$ cat src/rtl/alu_seq_muldiv.sv
// Execute-stage ALU with valid/ready handshakes. Logic and compare ops finish in one
// cycle; MUL/MULH/DIV/DIVU/REM/REMU run an iterative datapath, one bit per cycle.
module alu_seq_muldiv #(
    parameter int unsigned XLEN = 32
) (
    input  logic            clk,
    input  logic            rst_n,
    input  logic            flush,
    input  logic            in_valid,
    output logic            in_ready,
    input  logic [3:0]      aluctrl,
    input  logic [XLEN-1:0] src1,
    input  logic [XLEN-1:0] src2,
    output logic            out_valid,
    input  logic            out_ready,
    output logic [XLEN-1:0] result,
    output logic            zero
);

    localparam int unsigned SHW = $clog2(XLEN);

    localparam logic [3:0] OpAnd  = 4'd0;
    localparam logic [3:0] OpOr   = 4'd1;
    localparam logic [3:0] OpAdd  = 4'd2;
    localparam logic [3:0] OpSub  = 4'd3;
    localparam logic [3:0] OpXor  = 4'd4;
    localparam logic [3:0] OpSlt  = 4'd5;
    localparam logic [3:0] OpSll  = 4'd6;
    localparam logic [3:0] OpSrl  = 4'd7;
    localparam logic [3:0] OpSra  = 4'd8;
    localparam logic [3:0] OpSltu = 4'd9;
    localparam logic [3:0] OpMul  = 4'd10;
    localparam logic [3:0] OpMulh = 4'd11;
    localparam logic [3:0] OpDiv  = 4'd12;
    localparam logic [3:0] OpDivu = 4'd13;
    localparam logic [3:0] OpRem  = 4'd14;
    localparam logic [3:0] OpRemu = 4'd15;

    typedef enum logic [1:0] {StIdle, StBusy, StDone} state_e;

    state_e          state_q, state_d;
    logic [3:0]      op_q, op_d;
    logic [XLEN-1:0] hi_q, hi_d;     // product high half / partial remainder
    logic [XLEN-1:0] lo_q, lo_d;     // multiplier bits / dividend-then-quotient
    logic [XLEN-1:0] opb_q, opb_d;   // multiplicand / divisor magnitude
    logic            neg_q, neg_d;   // negate the final magnitude
    logic [SHW:0]    cnt_q, cnt_d;
    logic [XLEN-1:0] result_q, result_d;
    logic            zero_q, zero_d;
    logic            out_valid_q, out_valid_d;
    logic            in_ready_q, in_ready_d;

    logic [SHW-1:0]  shamt;
    logic [XLEN-1:0] simple_res;
    logic            sgn_in, s1, s2;
    logic [XLEN-1:0] mag1, mag2;
    logic [XLEN:0]   mul_add, div_sh, div_diff;
    logic            div_ge;
    logic [XLEN-1:0] step_hi, step_lo, fin_res;

    // Single-cycle ops, computed straight from the presented operands
    always_comb begin
        shamt = src2[SHW-1:0];
        unique case (aluctrl)
            OpAnd:   simple_res = src1 & src2;
            OpOr:    simple_res = src1 | src2;
            OpAdd:   simple_res = src1 + src2;
            OpSub:   simple_res = src1 - src2;
            OpXor:   simple_res = src1 ^ src2;
            OpSlt:   simple_res = {{(XLEN-1){1'b0}}, $signed(src1) < $signed(src2)};
            OpSll:   simple_res = src1 << shamt;
            OpSrl:   simple_res = src1 >> shamt;
            OpSra:   simple_res = $unsigned($signed(src1) >>> shamt);
            OpSltu:  simple_res = {{(XLEN-1){1'b0}}, src1 < src2};
            default: simple_res = '0;
        endcase
    end

    // Operand magnitudes for signed mul/div; MUL keeps raw operands (low half is sign-agnostic)
    always_comb begin
        sgn_in = (aluctrl == OpMulh) || (aluctrl == OpDiv) || (aluctrl == OpRem);
        s1     = sgn_in & src1[XLEN-1];
        s2     = sgn_in & src2[XLEN-1];
        mag1   = s1 ? (~src1 + 1'b1) : src1;
        mag2   = s2 ? (~src2 + 1'b1) : src2;
    end

    // One shift-add or restoring-divide iteration plus the final sign fix-up
    always_comb begin
        mul_add  = lo_q[0] ? ({1'b0, hi_q} + {1'b0, opb_q}) : {1'b0, hi_q};
        div_sh   = {hi_q, lo_q[XLEN-1]};
        div_diff = div_sh - {1'b0, opb_q};
        // Remainder stays below the divisor, so bit XLEN of the difference is the borrow
        div_ge   = ~div_diff[XLEN];
        if (op_q == OpMul || op_q == OpMulh) begin
            step_hi = mul_add[XLEN:1];
            step_lo = {mul_add[0], lo_q[XLEN-1:1]};
        end else begin
            step_hi = div_ge ? div_diff[XLEN-1:0] : div_sh[XLEN-1:0];
            step_lo = {lo_q[XLEN-2:0], div_ge};
        end
        unique case (op_q)
            OpMul:   fin_res = step_lo;
            // High half of the negated 2*XLEN product: ~hi plus the carry out of -lo
            OpMulh:  fin_res = neg_q ? (~step_hi + {{(XLEN-1){1'b0}}, step_lo == '0}) : step_hi;
            OpDiv,
            OpDivu:  fin_res = neg_q ? (~step_lo + 1'b1) : step_lo;
            OpRem,
            OpRemu:  fin_res = neg_q ? (~step_hi + 1'b1) : step_hi;
            default: fin_res = step_lo;
        endcase
    end

    // Handshake FSM next-state and registered-output computation
    always_comb begin
        state_d     = state_q;
        op_d        = op_q;
        hi_d        = hi_q;
        lo_d        = lo_q;
        opb_d       = opb_q;
        neg_d       = neg_q;
        cnt_d       = cnt_q;
        result_d    = result_q;
        zero_d      = zero_q;
        out_valid_d = out_valid_q;
        in_ready_d  = in_ready_q;
        if (flush) begin
            // Abort only; result/zero keep their last value
            state_d     = StIdle;
            cnt_d       = '0;
            out_valid_d = 1'b0;
            in_ready_d  = 1'b1;
        end else begin
            unique case (state_q)
                StIdle: begin
                    if (in_valid) begin
                        op_d       = aluctrl;
                        in_ready_d = 1'b0;
                        if (aluctrl >= OpMul) begin
                            hi_d  = '0;
                            lo_d  = mag1;
                            opb_d = mag2;
                            unique case (aluctrl)
                                OpMulh:       neg_d = s1 ^ s2;
                                // x/0 must give all ones regardless of dividend sign
                                OpDiv:        neg_d = (s1 ^ s2) & (src2 != '0);
                                OpRem:        neg_d = s1;
                                default:      neg_d = 1'b0;
                            endcase
                            cnt_d   = (SHW+1)'(XLEN);
                            state_d = StBusy;
                        end else begin
                            result_d    = simple_res;
                            zero_d      = (simple_res == '0);
                            out_valid_d = 1'b1;
                            state_d     = StDone;
                        end
                    end
                end
                StBusy: begin
                    hi_d  = step_hi;
                    lo_d  = step_lo;
                    cnt_d = cnt_q - 1'b1;
                    if (cnt_q == (SHW+1)'(1)) begin
                        result_d    = fin_res;
                        zero_d      = (fin_res == '0);
                        out_valid_d = 1'b1;
                        state_d     = StDone;
                    end
                end
                StDone: begin
                    if (out_ready) begin
                        out_valid_d = 1'b0;
                        in_ready_d  = 1'b1;
                        state_d     = StIdle;
                    end
                end
                default: begin
                    state_d     = StIdle;
                    out_valid_d = 1'b0;
                    in_ready_d  = 1'b1;
                end
            endcase
        end
    end

    // State and output registers with asynchronous reset
    always_ff @(posedge clk or negedge rst_n) begin
        if (!rst_n) begin
            state_q     <= StIdle;
            op_q        <= OpAnd;
            hi_q        <= '0;
            lo_q        <= '0;
            opb_q       <= '0;
            neg_q       <= 1'b0;
            cnt_q       <= '0;
            result_q    <= '0;
            zero_q      <= 1'b1;
            out_valid_q <= 1'b0;
            in_ready_q  <= 1'b1;
        end else begin
            state_q     <= state_d;
            op_q        <= op_d;
            hi_q        <= hi_d;
            lo_q        <= lo_d;
            opb_q       <= opb_d;
            neg_q       <= neg_d;
            cnt_q       <= cnt_d;
            result_q    <= result_d;
            zero_q      <= zero_d;
            out_valid_q <= out_valid_d;
            in_ready_q  <= in_ready_d;
        end
    end

    assign in_ready  = in_ready_q;
    assign out_valid = out_valid_q;
    assign result    = result_q;
    assign zero      = zero_q;

endmodule

$ cat config.mk
export PLATFORM = sky130hd
export DESIGN_NAME = alu_seq_muldiv
export DESIGN_NICKNAME = d
export VERILOG_FILES = /design/src/rtl/alu_seq_muldiv.sv
export SDC_FILE = /design/constraint.sdc
export NUM_CORES = 1
export LEC_CHECK = 0
export BUFFER_PORTS_ARGS = -buffer_cell sky130_fd_sc_hd__buf_2
export CORE_MARGIN = 4
export CORE_UTILIZATION = 54
export DETAILED_ROUTE_END_ITERATION = 10
export GPL_TIMING_DRIVEN = 1
export PLACE_DENSITY = 0.74
export SYNTH_ARGS = -nofsm -noshare
export SYNTH_HDL_FRONTEND = slang
export SYNTH_SLANG_ARGS = --single-unit
$ cat constraint.sdc
create_clock -name clk -period 7.9 [get_ports clk]
set_input_delay 0.79 -clock clk [delete_from_list [all_inputs] [get_ports clk]]
set_output_delay 0.79 -clock clk [all_outputs]
set_load 0.02 [all_outputs]
# Yosys cells after proc, flatten, opt, wreduce, memory -nomap -nowiden
# Cells that the tools add are included.
# op_classes
mux	46
addsub	10
n_eq_ne	31
bitwise	13
n_shift	3
reduce_logical	21
order_cmp	3
# op_table
operator	n
$mux W32	15
$pmux W32 S10	1
$pmux W32 S2	3
$add A32 B1 Y32 const B	4
$not A32 Y32	4
$logic_not A32 Y1	3
$pmux W32 S3	1
$lt A32 B32 Y1	2
$eq A4 B4 Y1 const B	11
$add A32 B32 Y33	1
$mux W33	1
$sub A33 B32 Y33	1
$add A32 B1 Y32	1
$add A32 B32 Y32	1
$and A32 B32 Y32	1
$or A32 B32 Y32	1
$reduce_bool A32 Y1	1
$shl A32 B5 Y32	1
$shr A32 B5 Y32	1
$sshr A32 B5 Y32	1
$sub A32 B32 Y32	1
$xor A32 B32 Y32	1
$mux W6	3
$eq A4 B3 Y1 const B	4
27 further kinds	63
# word_totals
elab_cells	138
regBits	144
out_inout_bits	35
in_bits	73

# Depth between registers and ports, before layout
# depth
ltp_word	10
depth_mapped	30
mapped_depth_nobuf	28

# Worst setup path after synthesis
# No wires, ideal clock.
# synth_timing
kind	register -> register
start	register lo_q[31]
end	register zero_q, in the netlist zero
setup_time_ns	0.081
required_time_ns	7.819
path_stages_with_launch	30
arrival_ns	6.867
path_buffers	3
slack_ns	0.951
cell_sequence	dfrtp_1 inv_1 ha_1 inv_1 fa_1 a211oi_2 o31ai_4 o211ai_4 a211o_1 and3_1 buf_2 buf_2 o31a_1 ha_1 nand2_1 or4_1 or2_2 nor2_1 ha_1 inv_1 a2111oi_0 or4b_1 clkbuf_1 nor2_1 nand4_1 mux2_1 a211o_1 nand4bb_1 or4_1 o211ai_1
# synth_between
elab_chain_cells	10
# synth_lines
element	line	source
start: declaration	44	logic [XLEN-1:0] lo_q, lo_d;
start signal: assignment	205	lo_q <= lo_d;
$sub A33 B32 Y33	92	div_diff = div_sh - {1'b0, opb_q};
$not A1 Y1 or $mux W32 (tied branches)	94, 99	
$mux W32	95	if (op_q == OpMul || op_q == OpMulh) begin
$logic_not A32 Y1 (tied with other cells)	105	OpMulh: fin_res = neg_q ? (~step_hi + {{(XLEN-1){1'b0}}, step_lo == '0}) : step_hi;
$add A32 B1 Y32, on equally long branches	105, 107, 109	
$mux W32, on equally long branches	105, 107, 109	
$pmux W32 S3 (*)	102	unique case (op_q)
$logic_not A32 Y1 (*)	166	zero_d = (fin_res == '0);
$mux W1 (*)	164	if (cnt_q == (SHW+1)'(1)) begin
$pmux W1 S2 (*)	134	unique case (state_q)
end signal: assignment	210	zero_q <= zero_d;
end: declaration	49	logic zero_q, zero_d;
# Every way passes the cells marked *; elsewhere a longest branch is shown, timed or not. The select of a mux whose other input is x is not followed.
# A chain may end at the register's enable or synchronous reset.

# Worst setup path in the final report
# Ends and elaborated chain as after synthesis.

==> impl_results.md <==
- GRT overflow: 0
- Post-Syn Instances: 3,544
- Final setup vio count: 0
- R2r worst-path depth: 26
- Setup TNS Final: 0 ns
- Postcts setup bufs: 0
- Inserted Clock Buffers: 17
- LEAKAGE: 11.4 nW
- Vias per cell: 7.16
- Critical path launch point type: flop
- WS Path Type: reg -> reg
- Worst-Margin Slew: 1.36 ns
- FP Rows: 78
- Reg2reg end: zero$_DFFE_PN1P_
- Cell Area, Synth: 25,100 sq um
- Slew headroom: 8.99%
- Max Clock Freq: 133 MHz
- CTS tree: built
- Clk root buf: clkbuf_16
- # H-tree levels: 4
- Clk_lat worst skew: 0.45 ns
- Post-synth top cells: nor2_1 (395), nand2_1 (370), a21oi_1 (319)
- Clock buffer depth: 2
- Synth cell types: 98
- Synth top area share: 14.2%
- Hold slack final: 0.328 ns
- DRC: 0
- Pwr Total: 11.2 mW
- Flop2flop setup slack: 0.36 ns
- Vias: 29,399
- Post-route ant nets: 0
- Layout Utilization: 58.3%
- Number of synthesized flops with an enable pin: 0
- Non-Filler Instances: 4,104
- Most common cell in the netlist: nor2_1
- Pin count of the biggest net entering global routing: 99
- Gpl congestion: 1.09
- Crit path DAT: 7.91 ns
- Vias in the first global route: 27,423
- Max Cap Violations: 0
- Syn Nets: 3,790
- Area leader, netlist: dfrtp_1
- Wirelength per Cell: 28.1 um
- Die Area: 50,000 sq um
- Final Hold Viols: 0
- Final Cycle Share: 95.4%
- Fin nets: 3,736
- Drt pass-1 iters: 8
- Cell types occupying the most area after synthesis: dfrtp_1 (14%), ha_1 (8.4%), a21oi_1 (6.4%)
- TritonCTS Sinks: 144
- Status: complete, no violations
- Seq/Total Area, Yosys: 14.4%
- Initial core utilization: 54.9%
- HP Class: in -> async
- Asr flop ratio synth: 100%
- Port bufs: 107
- Syn avg cell area: 7.08 sq um
- RSZ-0062 raised after global routing: no
- Clk slew on worst S/H paths: 0.07 ns
- Top_reg_cell synth: dfrtp_1
- Die Width: 224 um
- Initial antenna violation count: 1
- Core area: 45,700 sq um
- Power density over cell area: 421 nW/um^2
- Final Skew: 0.00824 ns
- # hold bufs at CTS: 0
- Pins Over Slew Limit: 0
- Min Tclk post-route: 7.54 ns
- Synth warnings: 0
- Placed Cells: 4,071
- Post-detail-place hpwl: 89,300 um
- Worst-path maximum fanout: 8
- Number of synthesized register bits: 144
- First-pass GRT wire length: 171,000 um
- Area growth syn-to-layout: 6.17%
- GRT Util Overall: 44.2%
- Die Ht: 224 um
- Initial detailed-routing violation count: 4,144
- Worst setup EP type: flop
- Required @ worst endpoint: 8.27 ns
- Layout cells sized above 1: 10.2%
- Worst IR drop on VDD: 326 uV
- Post_cts resized: 0
- Routed wire length: 115,000 um
- Reg2reg start: lo_q[31]$_DFFE_PN0P_
- I/O pins: 108
-- cell families (layout without fill, tap and decap cells) --
kind of cell / Yosys count / after routing / share of synthesized area [%]
flip-flops: 144 / 144 / 14.4
buffers and inverters: 420 / 379 / 6.42
XOR/XNOR: 132 / 132 / 4.61
AND/OR/NAND/NOR: 1270 / 1270 / 23.6
AO/OA/AOI/OAI: 1229 / 1229 / 32.3
adder cells (fa/ha/maj): 173 / 173 / 8.75
multiplexers: 176 / 176 / 10.0
other: 0 / 1 / 0
-- worst max-delay path, cell delays in order (launching register included) --
cell and delay [ns]:
dfrtp_1 0.39, inv_1 0.10, ha_1 0.17, inv_1 0.05
fa_1 0.43, a211oi_2 0.36, o31ai_4 0.18, o211ai_4 0.27
a211o_1 0.27, and3_1 0.21, o31a_1 0.22, ha_1 0.29
nand2_1 0.16, or4_1 0.63, or2_2 0.36, nor2_1 0.24
ha_1 0.26, inv_1 0.09, a2111oi_1 0.36, or4b_4 0.58
nor2_1 0.21, nand4_1 0.13, mux2_1 0.35, a211o_1 0.30
nand4bb_1 0.18, or4_1 0.48, o211ai_1 0.19
-- stage by stage --
step | cell area (sq um) | setup WS, ns
floorplan | 25100 | 0.951
global placement | 26000 | 0.517
detailed placement | 26000 | 0.354
CTS | 26600 | 0.278
global route | 26600 | 0.00318
finish | 26600 | 0.362
-- area by class of cell --
type	count	area (sq um)
Multi-Input combinational cell	2980	19900
Fill cell	4487	19000
Sequential cell	144	3610
Timing Repair Buffer	184	1140
Tap cell	600	751
Inverter	163	612
Clock buffer	21	460
Clock inverter	11	131
Antenna cell	1	2.50
-- placed cells by master, fill, tap and decap left out, types with 34 or more instances in the layout --
cell	Yosys	routed
a211oi_1	45	45
a21o_1	57	57
a21oi_1	319	318
a31oi_1	60	60
buf_2	22	104
buf_4	2	78
dfrtp_1	142	142
ha_1	169	169
inv_1	161	160
mux2i_1	98	98
mux4_2	58	58
nand2_1	370	369
nand3_1	98	98
nor2_1	395	394
nor3_1	109	107
nor4_1	37	34
o211ai_1	51	51
o21ai_0	269	269
o31ai_1	38	38
xnor2_1	103	103
-- sequential cells by signal, summed over array words and instances, names as in the netlist --
| register | count |
|---|---|
| hi_q | 32 |
| neg_q | 1 |
| out_valid | 1 |
| state_q | 2 |
| result | 32 |
| opb_q | 32 |
| cnt_q | 6 |
| lo_q | 32 |
| zero | 1 |
| op_q | 4 |
| in_ready | 1 |
-- metal layers --
layer	up-vias	part of all wire [%]	global-route usage, %
li1	13090	-	-
met1	13755	36	53.0
met2	1995	44	69.4
met3	557	10	9.15
met4	2	9.7	34.2
met5	-	0.015	0
-- worst max-delay path by stage --
stage | from | to | slack [ns] | cells after the start
2_1_floorplan | lo_q[31]$_DFFE_PN0P_ | zero$_DFFE_PN1P_ | 0.95 | 29
3_3_place_gp | lo_q[31]$_DFFE_PN0P_ | zero$_DFFE_PN1P_ | 0.52 | 26
3_5_place_dp | lo_q[31]$_DFFE_PN0P_ | zero$_DFFE_PN1P_ | 0.35 | 26
4_1_cts | lo_q[31]$_DFFE_PN0P_ | zero$_DFFE_PN1P_ | 0.28 | 26
5_1_grt | lo_q[31]$_DFFE_PN0P_ | zero$_DFFE_PN1P_ | 0.003 | 26
6_report | lo_q[31]$_DFFE_PN0P_ | zero$_DFFE_PN1P_ | 0.36 | 26
-- power breakdown --
| group | internal [mW] | switching [mW] |
|---|---|---|
| Combinational | 2.92 | 6.01 |
| Clock | 0.485 | 0.365 |
| Sequential | 1.06 | 0.369 |
| Total | 4.47 | 6.74 |
Power figures use the tool's default switching activity.
